<file path="config.mk">
export PLATFORM = sky130hd
export DESIGN_NAME = spmv_mem_rsp
export DESIGN_NICKNAME = d
export VERILOG_FILES = /design/src/rtl/spmv_mem_rsp.sv
export SDC_FILE = /design/constraint.sdc
export NUM_CORES = 2
export LEC_CHECK = 0
export ABC_AREA = 1
export CAP_MARGIN = 20
export CORE_MARGIN = 1
export CORE_UTILIZATION = 40
export DETAILED_ROUTE_END_ITERATION = 10
export GPL_TIMING_DRIVEN = 0
export HOLD_SLACK_MARGIN = 0.02
export PLACE_DENSITY = 0.61
export SETUP_SLACK_MARGIN = 0.1
export SYNTH_ARGS = -nofsm -noshare
export SYNTH_HDL_FRONTEND = slang
export SYNTH_SLANG_ARGS = --single-unit
</file>
<file path="constraint.sdc">
create_clock -name clk -period 12.1 [get_ports clk]
set_input_delay 3.025 -clock clk [delete_from_list [all_inputs] [get_ports clk]]
set_output_delay 3.025 -clock clk [all_outputs]
set_load 0.005 [all_outputs]
</file>
<file path="src/rtl/spmv_mem_rsp.sv">
// Memory-side responder: buffers spmv_pe load/store requests, issues them in order to one MC port,
// returns tagged load data through a credit-protected FIFO. Define SPMV_MEM_RSP_CHECK_EN for the sticky err flag.
module spmv_mem_rsp #(
  parameter int RSP_DEPTH  = 16,
  parameter int TAG_WIDTH  = 3,
  parameter int ADDR_WIDTH = 48
) (
  input  logic                  clk,
  input  logic                  rst,
  input  logic                  req_mem_ld,
  input  logic                  req_mem_st,
  input  logic [ADDR_WIDTH-1:0] req_mem_addr,
  input  logic [63:0]           req_mem_d_or_tag,
  output logic                  req_mem_stall,
  output logic                  rsp_mem_push,
  output logic [TAG_WIDTH-1:0]  rsp_mem_tag,
  output logic [63:0]           rsp_mem_q,
  input  logic                  rsp_mem_stall,
  output logic                  mc_req_ld,
  output logic                  mc_req_st,
  output logic [ADDR_WIDTH-1:0] mc_req_vaddr,
  output logic [63:0]           mc_req_wrd_rdctl,
  input  logic                  mc_rd_rq_stall,
  input  logic                  mc_wr_rq_stall,
  input  logic                  mc_rsp_push,
  input  logic [31:0]           mc_rsp_rdctl,
  input  logic [63:0]           mc_rsp_data,
  output logic                  mc_rsp_stall,
  output logic                  idle,
  output logic                  err
);
  localparam int PW = $clog2(RSP_DEPTH);
  localparam int CW = PW + 1;
  localparam logic [CW-1:0] FULL_CNT = CW'(RSP_DEPTH);

  logic                  rq_ld_q   [2];
  logic [ADDR_WIDTH-1:0] rq_addr_q [2];
  logic [63:0]           rq_dat_q  [2];
  logic                  rq_wp_q, rq_rp_q;
  logic [1:0]            rq_cnt_q, rq_cnt_d;

  logic [TAG_WIDTH-1:0]  rf_tag_q [RSP_DEPTH];
  logic [63:0]           rf_dat_q [RSP_DEPTH];
  logic [PW-1:0]         rf_wp_q, rf_rp_q;
  logic [CW-1:0]         rf_cnt_q, rf_cnt_d;

  logic [CW-1:0]         cred_q, cred_d;
  logic                  rsp_push_q;
  logic [TAG_WIDTH-1:0]  rsp_tag_q;
  logic [63:0]           rsp_dat_q;

  logic req_any, req_both, req_acc, ld_acc;
  logic head_valid, head_ld, issue;
  logic rf_full, rf_wr, rf_pop;
  logic unused_rdctl_hi;

  assign req_any  = req_mem_ld | req_mem_st;
  assign req_both = req_mem_ld & req_mem_st;
  // Requests made while stalled, or with ld and st together, are dropped rather than buffered.
  assign req_acc  = req_any & ~req_both & ~req_mem_stall;
  assign ld_acc   = req_acc & req_mem_ld;

  assign req_mem_stall = (rq_cnt_q == 2'd2) | (cred_q == FULL_CNT);

  assign head_valid = (rq_cnt_q != 2'd0);
  assign head_ld    = rq_ld_q[rq_rp_q];
  assign mc_req_ld  = head_valid & head_ld & ~mc_rd_rq_stall;
  assign mc_req_st  = head_valid & ~head_ld & ~mc_wr_rq_stall;
  assign issue      = mc_req_ld | mc_req_st;

  assign mc_req_vaddr     = rq_addr_q[rq_rp_q];
  assign mc_req_wrd_rdctl = head_ld ? {{(64-TAG_WIDTH){1'b0}}, rq_dat_q[rq_rp_q][TAG_WIDTH-1:0]}
                                    : rq_dat_q[rq_rp_q];

  // A response with no credit outstanding can only be stale traffic from before a reset.
  assign rf_full = (rf_cnt_q == FULL_CNT);
  assign rf_wr   = mc_rsp_push & ~rf_full & (cred_q != '0);
  assign rf_pop  = (rf_cnt_q != '0) & ~rsp_mem_stall;

  assign rq_cnt_d = rq_cnt_q + 2'(req_acc) - 2'(issue);
  assign rf_cnt_d = rf_cnt_q + CW'(rf_wr) - CW'(rf_pop);
  assign cred_d   = cred_q + CW'(ld_acc) - CW'(rf_pop);

  assign mc_rsp_stall    = rf_full;
  assign idle            = (rq_cnt_q == 2'd0) & (cred_q == '0);
  assign rsp_mem_push    = rsp_push_q;
  assign rsp_mem_tag     = rsp_tag_q;
  assign rsp_mem_q       = rsp_dat_q;
  assign unused_rdctl_hi = ^mc_rsp_rdctl[31:TAG_WIDTH];

  always_ff @(posedge clk or posedge rst) begin
    if (rst) begin
      rq_wp_q    <= 1'b0;
      rq_rp_q    <= 1'b0;
      rq_cnt_q   <= 2'd0;
      rf_wp_q    <= '0;
      rf_rp_q    <= '0;
      rf_cnt_q   <= '0;
      cred_q     <= '0;
      rsp_push_q <= 1'b0;
      rsp_tag_q  <= '0;
      rsp_dat_q  <= '0;
    end else begin
      if (req_acc) rq_wp_q <= ~rq_wp_q;
      if (issue)   rq_rp_q <= ~rq_rp_q;
      if (rf_wr)   rf_wp_q <= rf_wp_q + PW'(1);
      if (rf_pop)  rf_rp_q <= rf_rp_q + PW'(1);
      rq_cnt_q   <= rq_cnt_d;
      rf_cnt_q   <= rf_cnt_d;
      cred_q     <= cred_d;
      rsp_push_q <= rf_pop;
      if (rf_pop) begin
        rsp_tag_q <= rf_tag_q[rf_rp_q];
        rsp_dat_q <= rf_dat_q[rf_rp_q];
      end
    end
  end

  always_ff @(posedge clk) begin
    if (req_acc) begin
      rq_ld_q[rq_wp_q]   <= req_mem_ld;
      rq_addr_q[rq_wp_q] <= req_mem_addr;
      rq_dat_q[rq_wp_q]  <= req_mem_d_or_tag;
    end
    if (rf_wr) begin
      rf_tag_q[rf_wp_q] <= mc_rsp_rdctl[TAG_WIDTH-1:0];
      rf_dat_q[rf_wp_q] <= mc_rsp_data;
    end
  end

`ifdef SPMV_MEM_RSP_CHECK_EN
  logic err_q;

  always_ff @(posedge clk or posedge rst) begin
    if (rst) begin
      err_q <= 1'b0;
    end else if ((req_any & (req_mem_stall | req_both)) | (mc_rsp_push & ~rf_wr)) begin
      err_q <= 1'b1;
    end
  end

  assign err = err_q;
`else
  assign err = 1'b0;
`endif

endmodule
</file>
; ---- Yosys cells after proc, flatten, opt, wreduce, memory -nomap -nowiden
; Memories as Yosys holds them, arrays and structs flattened. A register that Yosys moved wholly into a read port is not among the register bits.
; Cells that the tools add are included.
[word_totals]
n_memories = 5
word_cells = 58
regBits = 23
input_bits = 216
ramBits = 1298
[classes]
eq_ne = 3
mux = 5
bitwise = 24
n_addsub = 8
n_reduce_logical = 5
[mem_list]
columns = name, depth, word_bits, rd, rd_clocked_by_memory_dff, write_ports, line_no
row1 = rf_dat_q, 16, 64, 1, 1, 1, 43  ; logic [63:0] rf_dat_q [RSP_DEPTH];
row2 = rq_dat_q, 2, 64, 1, 0, 1, 38  ; logic [63:0] rq_dat_q [2];
row3 = rq_addr_q, 2, 48, 1, 0, 1, 37  ; logic [ADDR_WIDTH-1:0] rq_addr_q [2];
row4 = rf_tag_q, 16, 3, 1, 1, 1, 42  ; logic [TAG_WIDTH-1:0] rf_tag_q [RSP_DEPTH];
row5 = rq_ld_q, 2, 1, 1, 0, 1, 36  ; logic rq_ld_q [2];
[op_table]
columns = op, n
row1 = $mux 64, 1
row2 = $and 1x1->1, 12
row3 = $add 5x1->5, 2
row4 = $eq 5x5->1 const B, 2
row5 = $reduce_bool 5->1, 2
row6 = $sub 5x1->5, 2
row7 = $not 1->1, 9
row8 = $add 4x1->4 const B, 2
row9 = $logic_not 5->1, 1
row10 = $mux 1, 4
row11 = $or 1x1->1, 3
row12 = $add 2x1->2, 1
row13 = $eq 2x2->1 const B, 1
row14 = $logic_not 2->1, 1
row15 = $reduce_bool 2->1, 1
row16 = $sub 2x1->2, 1

; ---- Depth between registers and ports, before layout
[logic_depth]
depth_word = 7
ltp_mapped = 14
ltp_nobuf = 14

; ---- Worst setup path before layout
; Ideal clock, no wire load.
[synth_timing]
path_kind = input-to-reg
from = input port req_mem_st
to = memory rq_addr_q[0][0] (enable)
path_stages = 3
path_slack_ps = 3478
arrival_time_ps = 8036
required_ps = 11514
path_buffers = 0
path_cell_list = xor2_1 nand2_1 nor2_1
[synth_via]
elab_chain_len = 6
word_cells_on_any_way = 7
classes_between = 2 x mux / 5 x bitwise
[synth_lines]
columns = item, line_no
row1 = "start, declared", 11  ; input logic req_mem_st,
row2 = $and 1x1->1, 58  ; assign req_both = req_mem_ld & req_mem_st;
row3 = $not 1->1, 60  ; assign req_acc = req_any & ~req_both & ~req_mem_stall;
row4 = $and 1x1->1 (*) (2 in series), 60
row5 = $mux 1 (*), 120  ; if (req_acc) begin
row6 = $mux 1 (implied by the code) (*), 122  ; rq_addr_q[rq_wp_q] <= req_mem_addr;
row7 = "end, declared", 37
; Every way passes the cells marked *; elsewhere a longest branch is shown, timed or not.

; ---- Worst setup path in the final report
[layout_timing]
from = input port mc_wr_rq_stall
to = output port mc_req_st
[layout_via]
elab_chain_len = 2
[layout_lines]
columns = item, line_no
row1 = "start, declared", 24  ; input logic mc_wr_rq_stall,
row2 = $not 1->1, 68  ; assign mc_req_st = head_valid & ~head_ld & ~mc_wr_rq_stall;
row3 = $and 1x1->1, 68
row4 = "end, declared", 20  ; output logic mc_req_st,
; Every way passes these cells.

==> results.json <==
{
  "clock_skew_ns": 0.0319,
  "cts_tree": "done",
  "dpl.hpwl_um": 108000,
  "slew-limit-headroom": 0.184,
  "yosysWarnings": 0,
  "synthTopCellsByArea": "edfxtp_1 71%, nand2_1 14%, nand3_1 6.5%",
  "grt_max_degree": 51,
  "cap_viol_max_count": 0,
  "final_layout_size_suffix_gt1_frac": 0.0950,
  "cp-endpoint": "mc_req_st",
  "clkLatencyLatePin_ns": 0.80,
  "initial_core_util": 0.405,
  "reg2reg_from": "rf_cnt_q[2]",
  "firstDrtPassIters": 9,
  "finalWirelength_um": 160000,
  "fin_crit_ns": 7.21,
  "rr_worst_depth": 14,
  "synthesis.area_um2": 55200,
  "drv_slew": 0,
  "place_congestion": 0.810,
  "setup_viol": 0,
  "dieHeight_um": 374,
  "vdd_drop_max_mv": 0.126,
  "nFillCells": 11721,
  "rsz0062_at_grt": "false",
  "wl_per_cell_um": 22.4,
  "clockRootBuffer": "clkbuf_16",
  "coreArea_um2": 136000,
  "grt_overflow_total": 0,
  "synth_cell_type_count": 28,
  "drc_errors": 2,
  "worst_pin_slew_ns": 1.22,
  "synth_most_common_cell": "nand2_1",
  "p_leak_nw": 25.9,
  "hold_viol": 0,
  "grt.total_usage": 0.226,
  "setup_tns_ns": 0,
  "ctsResizeCount": 0,
  "syn_area_per_cell_um2": 11.9,
  "synth_nets": 4870,
  "yosysSeqAreaShare": 0.746,
  "end_kind": "primary output",
  "fp.dieArea_um2": 140000,
  "postSynthCellCount": 4633,
  "holdWs_ns": 0.477,
  "violations": "DRC",
  "dr_total_vias": 37023,
  "ant_nets": 0,
  "grt_pass1_wl_um": 233000,
  "grt_pass1_vias": 35473,
  "cts_buffers": 146,
  "start_kind": "primary input",
  "synthArstFlopShare": 0.0648,
  "clk_pin_slew_worst_paths_ns": 0.06,
  "ys.flop_type": "edfxtp_1",
  "area_delta_synth_final_pct": 21.9,
  "rows": 135,
  "outcome": "finished with violations",
  "portBuffers": 371,
  "cts.path.max_buffers": 3,
  "synthDominantCellAreaShare": 0.706,
  "worstReg2RegEnd": "cred_q[4]",
  "criticalPathCategory": "in2out",
  "synth-seq-cells": 1388,
  "final_nets": 5450,
  "multi_input_area_um2": 12300,
  "critPathMaxFanout": 2,
  "synthTopCellsByCount": "2025 x nand2_1, 1298 x edfxtp_1, 713 x nand3_1, 155 x buf_2, 95 x inv_1",
  "crit_arrival_ns": 4.19,
  "io_pins": 402,
  "synth_area_leader_cell": "edfxtp_1",
  "h-tree-depth": 4,
  "cts_num_sinks": 1388,
  "reg2reg_slack_ns": 8.48,
  "synth_edf_count": 1298,
  "period_share": 0.596,
  "hold_buffers": 0,
  "cts_setup_buffers": 0,
  "timing.critical_path.required_ns": 9.07,
  "hp-class": "reg2reg",
  "die_w_um": 374,
  "register_area_um2": 41200,
  "crit_start": "mc_wr_rq_stall",
  "drt_iter0_markers": 3727,
  "antenna_found_initial": 11,
  "avgViaCountPerCell": 5.20,
  "clock.fmax_mhz": 139,
  "final_util": 0.494,
  "p_per_area_nw_per_um2": 248
}
==> flip-flops by register name, indices dropped and copies added, names as in the netlist, 2 cells and up <==
name         flops
rf_dat_q      1024
rq_dat_q       128
rq_addr_q       96
rsp_mem_q       64
rf_tag_q        48
cred_q           5
rf_cnt_q         5
rf_rp_q          4
rf_wp_q          4
rsp_mem_tag      3
rq_cnt_q         2
rq_ld_q          2
==> kinds of logic (layout without fill, tap and decap cells) <==
logic type      after synthesis  after routing  synth area share
simple gates               2768           2768             0.205
buf+inv                     362           1056            0.0341
xor+xnor                     18             18           0.00285
flops                      1388           1388             0.746
fa+ha+maj                    21             21           0.00503
compound gates               75             75           0.00700
other cells                   1              7         0.0000679
==> worst max-delay path, cell delays in order <==
cell	delay [ns]
clkdlybuf4s50_1	0.40
nor2_1	0.10
nand2_1	0.08
inv_1	0.08
clkdlybuf4s50_1	0.49
==> where the power goes <==
part	switching (mW)	internal [mW]
combinational	4.03	2.04
clock	1.88	2.52
sequential	0.207	6.00
==> cell type report <==
type | instances | area share
antenna | 6 | 0.000223
buffer | 260 | 0.0221
clock buffer | 198 | 0.0603
clock inverter | 64 | 0.00979
inverter | 102 | 0.00591
multi-input combinational | 2883 | 0.182
sequential | 1388 | 0.612
tap | 1781 | 0.0331
timing repair buffer | 432 | 0.0743
==> metal layers <==
metal / share of wire / vias up / routed length [um] / global-route usage
li1: - / 17042 / - / -
met1: 0.42 / 18070 / 66700 / 0.308
met2: 0.47 / 1663 / 75300 / 0.362
met3: 0.084 / 244 / 13300 / 0.0451
met4: 0.027 / 4 / 4250 / 0.0728
met5: 0.00013 / - / 21 / 0
==> cells in the final DEF, fill, tap and decap left out, types with 9 or more instances in the layout <==
cell,instances
a21oi_1,68
buf_1,22
buf_12,47
buf_16,12
buf_2,155
buf_4,17
buf_6,33
clkbuf_1,66
clkbuf_16,148
clkbuf_8,17
clkdlybuf4s50_1,371
clkinv_1,18
clkinv_2,18
clkinvlp_4,9
dfrtp_1,90
edfxtp_1,1298
ha_1,19
inv_1,94
nand2_1,2025
nand3_1,713
nor2_4,19
xor2_1,15
==> worst min-delay path by stage <==
stage | startpoint | endpoint | cells after the start
finish | rsp_mem_q[9] | rsp_mem_q[9] | 2
CTS | rsp_mem_q[14] | rsp_mem_q[14] | 2
detailed placement | rsp_mem_q[14] | rsp_mem_q[14] | 2
global placement | rsp_mem_q[16] | rsp_mem_q[16] | 2
floorplan | rsp_mem_q[0] | rsp_mem_q[0] | 2
global route | rsp_mem_q[24] | rsp_mem_q[24] | 2
==> stage by stage <==
step           std cells  cell area [um^2]  total power [mW]  setup WS [ns]
3_5_place_dp        6845             62600              12.4           4.88
2_1_floorplan       4633             55200              9.62           3.48
6_report            7114             67400              16.7           4.89
4_1_cts             7107             67300              16.8           4.88
5_1_grt             7112             67300              17.5           4.83
3_3_place_gp        6785             61200              12.2         -0.287
(Power assumes the default switching activity.)
